<file path="src/rtl/nervous_pulse_transmitter_if.sv">
// Frame request and serial output bundle for nervous_pulse_transmitter.
//   start      : frame request, sampled every clock edge
//   mode       : 00 pattern, 01 alternating, 10 burst of ones, 11 reserved
//   pattern    : frame word for mode 00, sent MSB first
//   length     : repetition / pair / ones count, valid range 1..15
//   outputdata : serial bit stream, idle level 0
//   busy       : frame (including tail bit) on outputdata
//   done       : one-cycle completion pulse
//   error      : one-cycle pulse on a rejected start
interface nervous_pulse_transmitter_if;
    localparam int unsigned MODE_W = 2;
    localparam int unsigned PAT_W  = 8;
    localparam int unsigned LEN_W  = 4;

    logic              start;
    logic [MODE_W-1:0] mode;
    logic [PAT_W-1:0]  pattern;
    logic [LEN_W-1:0]  length;
    logic              outputdata;
    logic              busy;
    logic              done;
    logic              error;

    // Requester side
    modport master (
        output start, mode, pattern, length,
        input  outputdata, busy, done, error
    );

    // Transmitter side
    modport slave (
        input  start, mode, pattern, length,
        output outputdata, busy, done, error
    );
endinterface

</file>
<file path="src/rtl/nervous_pulse_transmitter.sv">
// Serial pulse-frame generator: on an accepted start it streams a pattern,
// alternating or burst frame one bit per clock, then a single 0 tail bit,
// then a one-cycle done pulse.
//   clock  : rising-edge clock
//   resetn : synchronous active-low reset
//   bus    : request inputs and registered serial/status outputs
module nervous_pulse_transmitter (
    input  logic                        clock,
    input  logic                        resetn,
    nervous_pulse_transmitter_if.slave  bus
);
    localparam int unsigned CNT_W = 7;

    localparam logic [1:0] IDLE = 2'd0;
    localparam logic [1:0] SEND = 2'd1;
    localparam logic [1:0] TAIL = 2'd2;
    localparam logic [1:0] DONE = 2'd3;

    localparam logic [1:0] MODE_PAT   = 2'b00;
    localparam logic [1:0] MODE_ALT   = 2'b01;
    localparam logic [1:0] MODE_RSVD  = 2'b11;

    logic [1:0]       state_q,   state_d;
    logic [CNT_W-1:0] cnt_q,     cnt_d;
    logic [1:0]       mode_q,    mode_d;
    logic [7:0]       pat_q,     pat_d;
    logic             out_q,     out_d;
    logic             busy_q,    busy_d;
    logic             done_q,    done_d;
    logic             err_q,     err_d;

    // Total frame bits minus one; this is the counter load value.
    function automatic logic [CNT_W-1:0] last_index(input logic [1:0] m,
                                                    input logic [3:0] l);
        case (m)
            MODE_PAT: last_index = 7'({l, 3'b000}) - 7'd1;
            MODE_ALT: last_index = 7'({l, 1'b0}) - 7'd1;
            default:  last_index = 7'(l) - 7'd1;
        endcase
    endfunction

    // Bit sent while the down-counter holds c. Pattern frames are multiples
    // of 8 bits, so c[2:0] directly selects the pattern bit MSB-first; the
    // alternating frame has odd c on its 0 bits.
    function automatic logic frame_bit(input logic [1:0]       m,
                                       input logic [7:0]       p,
                                       input logic [CNT_W-1:0] c);
        case (m)
            MODE_PAT: frame_bit = p[c[2:0]];
            MODE_ALT: frame_bit = ~c[0];
            default:  frame_bit = 1'b1;
        endcase
    endfunction

    // State and output registers
    always_ff @(posedge clock) begin
        if (!resetn) begin
            state_q <= IDLE;
            cnt_q   <= '0;
            mode_q  <= '0;
            pat_q   <= '0;
            out_q   <= 1'b0;
            busy_q  <= 1'b0;
            done_q  <= 1'b0;
            err_q   <= 1'b0;
        end else begin
            state_q <= state_d;
            cnt_q   <= cnt_d;
            mode_q  <= mode_d;
            pat_q   <= pat_d;
            out_q   <= out_d;
            busy_q  <= busy_d;
            done_q  <= done_d;
            err_q   <= err_d;
        end
    end

    // Next state and next registered outputs
    always_comb begin
        state_d = state_q;
        cnt_d   = cnt_q;
        mode_d  = mode_q;
        pat_d   = pat_q;
        out_d   = 1'b0;
        busy_d  = 1'b0;
        done_d  = 1'b0;
        err_d   = 1'b0;

        case (state_q)
            IDLE: begin
                if (bus.start) begin
                    if (bus.mode == MODE_RSVD || bus.length == 4'd0) begin
                        err_d = 1'b1;
                    end else begin
                        state_d = SEND;
                        mode_d  = bus.mode;
                        pat_d   = bus.pattern;
                        cnt_d   = last_index(bus.mode, bus.length);
                        out_d   = frame_bit(bus.mode, bus.pattern,
                                            last_index(bus.mode, bus.length));
                        busy_d  = 1'b1;
                    end
                end
            end
            SEND: begin
                busy_d = 1'b1;
                if (cnt_q == '0) begin
                    state_d = TAIL;
                end else begin
                    cnt_d = cnt_q - 7'd1;
                    out_d = frame_bit(mode_q, pat_q, cnt_q - 7'd1);
                end
            end
            TAIL: begin
                state_d = DONE;
                done_d  = 1'b1;
            end
            DONE: begin
                state_d = IDLE;
            end
            default: begin
                state_d = IDLE;
            end
        endcase
    end

    assign bus.outputdata = out_q;
    assign bus.busy       = busy_q;
    assign bus.done       = done_q;
    assign bus.error      = err_q;
endmodule

</file>
<file path="src/flat_wrapper.sv">
// flat-port wrapper written by rule: the top's interface ports become plain ports
module nervous_pulse_transmitter_flat 
  (clock, resetn, bus_start, bus_mode, bus_pattern, bus_length, bus_outputdata, bus_busy, bus_done, bus_error);
  nervous_pulse_transmitter_if bus_i ();
  input  logic clock;
  input  logic resetn;
  input wire logic [$bits(bus_i.start)-1:0] bus_start;
  input wire logic [$bits(bus_i.mode)-1:0] bus_mode;
  input wire logic [$bits(bus_i.pattern)-1:0] bus_pattern;
  input wire logic [$bits(bus_i.length)-1:0] bus_length;
  output wire logic [$bits(bus_i.outputdata)-1:0] bus_outputdata;
  output wire logic [$bits(bus_i.busy)-1:0] bus_busy;
  output wire logic [$bits(bus_i.done)-1:0] bus_done;
  output wire logic [$bits(bus_i.error)-1:0] bus_error;
  assign bus_i.start = bus_start;
  assign bus_i.mode = bus_mode;
  assign bus_i.pattern = bus_pattern;
  assign bus_i.length = bus_length;
  assign bus_outputdata = bus_i.outputdata;
  assign bus_busy = bus_i.busy;
  assign bus_done = bus_i.done;
  assign bus_error = bus_i.error;
  nervous_pulse_transmitter u_core (.clock(clock), .resetn(resetn), .bus(bus_i));
endmodule
</file>
<file path="config.mk">
export PLATFORM = sky130hd
export DESIGN_NAME = nervous_pulse_transmitter_flat
export DESIGN_NICKNAME = d
export VERILOG_FILES = /design/src/rtl/nervous_pulse_transmitter_if.sv /design/src/rtl/nervous_pulse_transmitter.sv /design/src/flat_wrapper.sv
export SDC_FILE = /design/constraint.sdc
export NUM_CORES = 1
export LEC_CHECK = 0
export ABC_CLOCK_PERIOD_IN_PS = 5500
export CORE_MARGIN = 3
export CORE_UTILIZATION = 50
export CTS_BUF_LIST = sky130_fd_sc_hd__clkbuf_2 sky130_fd_sc_hd__clkbuf_4 sky130_fd_sc_hd__clkbuf_8
export DETAILED_ROUTE_END_ITERATION = 8
export PLACE_DENSITY_LB_ADDON = 0.25
export SYNTH_ARGS = -nofsm -noshare
export SYNTH_HDL_FRONTEND = slang
export SYNTH_SLANG_ARGS = --single-unit
export TNS_END_PERCENT = 20
</file>
<file path="constraint.sdc">
create_clock -name clock -period 5.5 [get_ports clock]
set_input_delay 1.1 -clock clock [delete_from_list [all_inputs] [get_ports clock]]
set_output_delay 1.1 -clock clock [all_outputs]
set_load 0.01 [all_outputs]
</file>
==> metrics.txt, run 1 <==
Setup CP Type in2reg; 1st-pass router iterations 4; post-synth top area share 33.5%; mux contribution to synthesized area 10.4%; # rows 18; CTS Buffer Depth 2; Max Slew Vio Count 0; Post-Synth Simple-Gate Area 18.9%; #FFs+latches synth 23; Seq/Total Area, Yosys 33.5%; Synth cell types 43; PortBufs 20; Reg clk slew, reported paths 0.13 ns; slew margin rel. 36.9%; post-synth top area cell dfxtp_1; Vias/cell 6.30; Synth Instances 153; met3 usage 3.51%; Core Area 2540 um^2; hold_ws 0.507 ns; post-synthesis cell area 1370 um^2; Die Width 58.4 um; Pwr Density 433 nW/um^2; Die H 58.4 um; area delta synth->final 15.8%; DR WL/cell 15.8 um; clock sinks 23; CTS tree built; Root Driver clkbuf_4; post_cts resized 0; GPL Wtd Cong 0.818; largest family of logic cells by synthesized area compound AO/OA/AOI/OAI gates; Syn Area/Cell 8.98 um^2; final worst setup slack 2.22 ns; Post CTS Setup Buffer Count 0; Async SR Flop Fraction 0%; YS warnings 0; element type at the critical path end register; worst path required time 5.77 ns; Primary FF master, synth dfxtp_1; global-route track usage on met1 25.7%; die area 3410 um^2; fin crit share 59.7%; M2 GR Usage 29.2%; Leak 0.600 nW; Post-Syn Nets 176; global route hottest layer met2; GR Overflow Total 0; Post-Synth Adder-Cell Area 5.46%; HP Class reg2reg; VDD IR-drop max 276 uV; initial antenna violation count 0; pin count of the biggest net entering global routing 25; Max FO, Critical Path 12; max cap viols 0; H-tree Lvls 1; Synth Area in Compound Gates 24.0%; most common cell after layout, fill and taps aside dfxtp_1; 1st-iter DRT viols 81; antenna fix cells 0; XOR/XNOR Fraction of Synth Area 1.28%; Total Neg Setup Slack 0 ns; via count 1234; final setup vio count 0; worst slew pin tran 0.942 ns; TritonCTS Buffers 3; share of cells above drive strength 1 6.63%; # DRC 0; Ports 21; f_max 304 MHz; WL final 3.10 mm; dpl ws 1.95 ns; Cells after DPL 192; DRT antenna net count 0; status finished clean; fin nets 190; synth top area cells dfxtp_1 34%, mux2i_1 8.7%, ha_1 5.5%, nor2_1 3.6%, o31ai_1 3.3%; Final Non-Filler Cells 196; vias in the first global route 1027; final hold vios 0; RSZ-0062 raised after global routing false; highest-count cells in the layout ignoring fill and taps 23 x dfxtp_1, 20 x clkdlybuf4s50_1, 13 x nor2_1, 12 x mux2i_1, 10 x inv_1; fin crit period 3.28 ns; starting density of the core 54.0%; Hold-fix buffers, CTS 0; EDFF count, synth 0; first-pass GRT wire length 4.96 mm; skew final 0.00231 ns; clk_lat worst skew 0.32 ns; Post-DP HPWL 2.21 mm; Worst setup SP type input port; Arrival @ worst endpoint 3.56 ns; GR Util All Layers 18.6%
[flip-flops by register name, indices dropped and copies added, names as in the netlist]
name and count:
u_core.mode_q 2, u_core.bus.outputdata 1, u_core.bus.done 1, u_core.bus.busy 1
u_core.state_q 2, u_core.pat_q 8, u_core.cnt_q 7, u_core.bus.error 1
[power breakdown]
| group | switching, mW | internal (mW) |
|---|---|---|
| combinational | 0.195 | 0.164 |
| clock | 0.0522 | 0.0333 |
| sequential | 0.0361 | 0.209 |
| total | 0.283 | 0.406 |
[metrics by stage]
stage | total power, mW | utilization [%] | cell area (um^2)
3_5_place_dp | 0.600 | 61.3 | 1560
6_report | 0.689 | 62.5 | 1590
2_1_floorplan | 0.518 | - | 1370
5_1_grt | 0.740 | 62.5 | 1590
3_3_place_gp | 0.587 | 61.3 | 1560
4_1_cts | 0.687 | 62.5 | 1590
[cell type report]
cell class / instances / area, um^2
Sequential cell: 23 / 460
Timing Repair Buffer: 20 / 200
Fill cell: 228 / 955
Clock buffer: 4 / 30.0
Inverter: 10 / 37.5
Tap cell: 30 / 37.5
Multi-Input combinational cell: 109 / 825
[final timing paths]
path	slack, ns	start	to	cells after the start
max	2.22	bus_length[0]	u_core.cnt_q[4]	7
min	0.51	u_core.pat_q[4]	u_core.pat_q[4]	2
max reg2reg	3.22	u_core.state_q[1]	u_core.cnt_q[1]	6
min reg2reg	0.51	u_core.pat_q[4]	u_core.pat_q[4]	2
[Yosys cell counts, types with 2 or more instances]
cell       count
buf_2          4
a221oi_1       2
nand3_1        2
and2_1         2
nor3_1         2
nor2b_1        7
o31a_1         3
o311a_1        2
or2_2          2
nand2_1        5
mux2i_1       12
o311ai_0       3
a2111oi_0      2
o31ai_1        6
or3b_1         2
or4_4          2
ha_1           6
nor4b_1        2
clkbuf_1       5
o211ai_1       2
inv_1         10
o21ai_0        4
dfxtp_1       23
a31oi_1        2
o221a_2        2
nor3b_1        4
a21oi_1        5
nor2_1        13
o21a_1         3
[cell families after synthesis]
kind of cell | after synthesis
AO/OA/AOI/OAI | 43
XOR/XNOR | 2
adder cells (fa/ha/maj) | 6
buffers and inverters | 21
flip-flops | 23
multiplexers | 13
AND/OR/NAND/NOR | 45
[worst max-delay path, cell delays in order]
cell and delay [ns]:
clkdlybuf4s50_1 0.50, inv_1 0.12, ha_1 0.13, or3b_1 0.39, a31oi_1 0.78, or2_2 0.32, o221a_2 0.20
[per-layer routing]
metal / part of all wire (%) / vias to the layer above
met5: 0 / -
met4: 1.6 / 0
met3: 6.4 / 8
met2: 45 / 46
met1: 47 / 581
li1: - / 599
Note: power is estimated with default switching activity, not from simulation.
==> inputs of run 2 (changes only) <==
Settings changed: ABC_CLOCK_PERIOD_IN_PS 5500 to 2900.
Clock period 5.5 ns to 2.9 ns, I/O delays scaled along.
==> metrics.txt, run 2 (synthesis results as in run 1) <==
max reg flops 8; Worst setup SP type input port; CP peak stage delay 0.45 ns; most common cell after layout, fill and taps aside dfxtp_1; Leak 0.623 nW; worst slew pin tran 0.742 ns; Cells after DPL 197; clk_lat worst skew 0.31 ns; # DRC 0; Post-DP HPWL 2.35 mm; Max Slew Vio Count 0; TritonCTS Buffers 3; final setup vio count 0; die area 3410 um^2; WL final 3.19 mm; Reg clk slew, reported paths 0.13 ns; Bufs and invs on worst path 3; Crit path max-delay family buffers and inverters; CTS Buffer Depth 2; fin crit period 2.38 ns; fillcell total 227; post_cts resized 0; vias in the first global route 1167; PortBufs 20; Total Neg Setup Slack 0 ns; pin count of the biggest net entering global routing 25; CTS tree built; Vias/cell 6.02; Seq. cell area 460 um^2; GPL Wtd Cong 0.890; Die Width 58.4 um; area delta synth->final 18.3%; skew final 0.00188 ns; element type at the critical path end register; Largest regs u_core.pat_q x8, u_core.cnt_q x7; starting density of the core 54.0%; worst path required time 3.12 ns; fin nets 195; Slowest-stage cell, CP clkdlybuf4s50_1; initial antenna violation count 0; DR WL/cell 15.9 um; Post CTS Setup Buffer Count 0; status finished clean; Ports 21; GR Util All Layers 19.7%; Hold-fix buffers, CTS 0; HP Class reg2reg; max cap viols 0; Die H 58.4 um; Max FO, Critical Path 8; highest-count cells in the layout ignoring fill and taps 23 x dfxtp_1, 20 x clkdlybuf4s50_1, 13 x nor2_1, 12 x mux2i_1, 10 x inv_1; dpl ws 0.205 ns; 1st-iter DRT viols 62; Top reg by flops u_core.pat_q; share of cells above drive strength 1 9.36%; DRT antenna net count 0; final hold vios 0; total power 1.32 mW; Core Area 2540 um^2; antenna fix cells 0; 1st-pass router iterations 4; Root Driver clkbuf_4; via count 1210; f_max 420 MHz; first-pass GRT wire length 5.29 mm; Arrival @ worst endpoint 2.60 ns; RSZ-0062 raised after global routing false; clock sinks 23; Final Non-Filler Cells 201; Setup CP Type in2reg; VDD IR-drop max 467 uV; # rows 18; H-tree Lvls 1; fin crit share 82.0%; final worst setup slack 0.521 ns; crit path cell chain clkdlybuf4s50_1 > inv_1 > ha_1 > or3b_1 > a31oi_1 > buf_4 > a2111oi_0 > o31a_1; slew margin rel. 50.5%; GR Overflow Total 0; Pwr Density 810 nW/um^2; area occupied by multi-input gates 825 um^2
## run 2: changes by cell type in the layout (fill, tap and decap cells not counted), sizes merged
| cell | delta |
|---|---|
| clkbuf | -1 |
| buf | +5 |
| clkinv | +1 |
## run 2: routing by layer
| layer | wire [um] | part of all wire, % | up-vias | track usage (%) |
|---|---|---|---|---|
| met5 | 0 | 0 | - | 0 |
| met4 | 0 | 0 | 0 | 8.28 |
| met3 | 167 | 5.2 | 0 | 2.41 |
| met2 | 1500 | 47 | 34 | 30.8 |
| met1 | 1520 | 48 | 573 | 27.4 |
| li1 | - | - | 603 | - |
## run 2: cell type report
type                    count  area share (%)
clock buffers               3            1.39
clock inverters             1           0.308
inverters                  10            2.31
well taps                  30            2.31
flip-flops and latches     23            28.3
repair buffers             25            14.6
multi-input cells         109            50.7
## run 2: worst paths after layout
path	start	end	slack [ns]	cells after the start
hold / removal	u_core.pat_q[1]	u_core.pat_q[1]	0.51	2
hold reg to reg	u_core.pat_q[1]	u_core.pat_q[1]	0.51	2
setup / recovery	bus_length[1]	u_core.cnt_q[0]	0.52	8
setup reg to reg	u_core.state_q[1]	u_core.cnt_q[1]	0.61	6
## run 2: worst register-to-register path, delay by kind of cell, from the launching register on
family,cells,cell delay [ns]
AO/OA/AOI/OAI,2,0.62
buffers and inverters,1,0.08
adder cells (fa/ha/maj),1,0.64
flip-flops,1,0.35
AND/OR/NAND/NOR,2,0.50
## run 2: metrics by stage
stage / area [um^2] / hold slack, ns / utilization, %
2_1_floorplan: 1370 / 0.452 / -
3_3_place_gp: 1600 / 0.468 / 62.8
3_5_place_dp: 1600 / 0.481 / 62.8
4_1_cts: 1630 / 0.515 / 63.9
5_1_grt: 1630 / 0.553 / 63.9
6_report: 1630 / 0.510 / 63.9
## run 2: report_power, final
part | switching [mW] | internal [mW]
Sequential | 0.0681 | 0.397
Combinational | 0.372 | 0.326
Clock | 0.102 | 0.0516
Total | 0.543 | 0.775
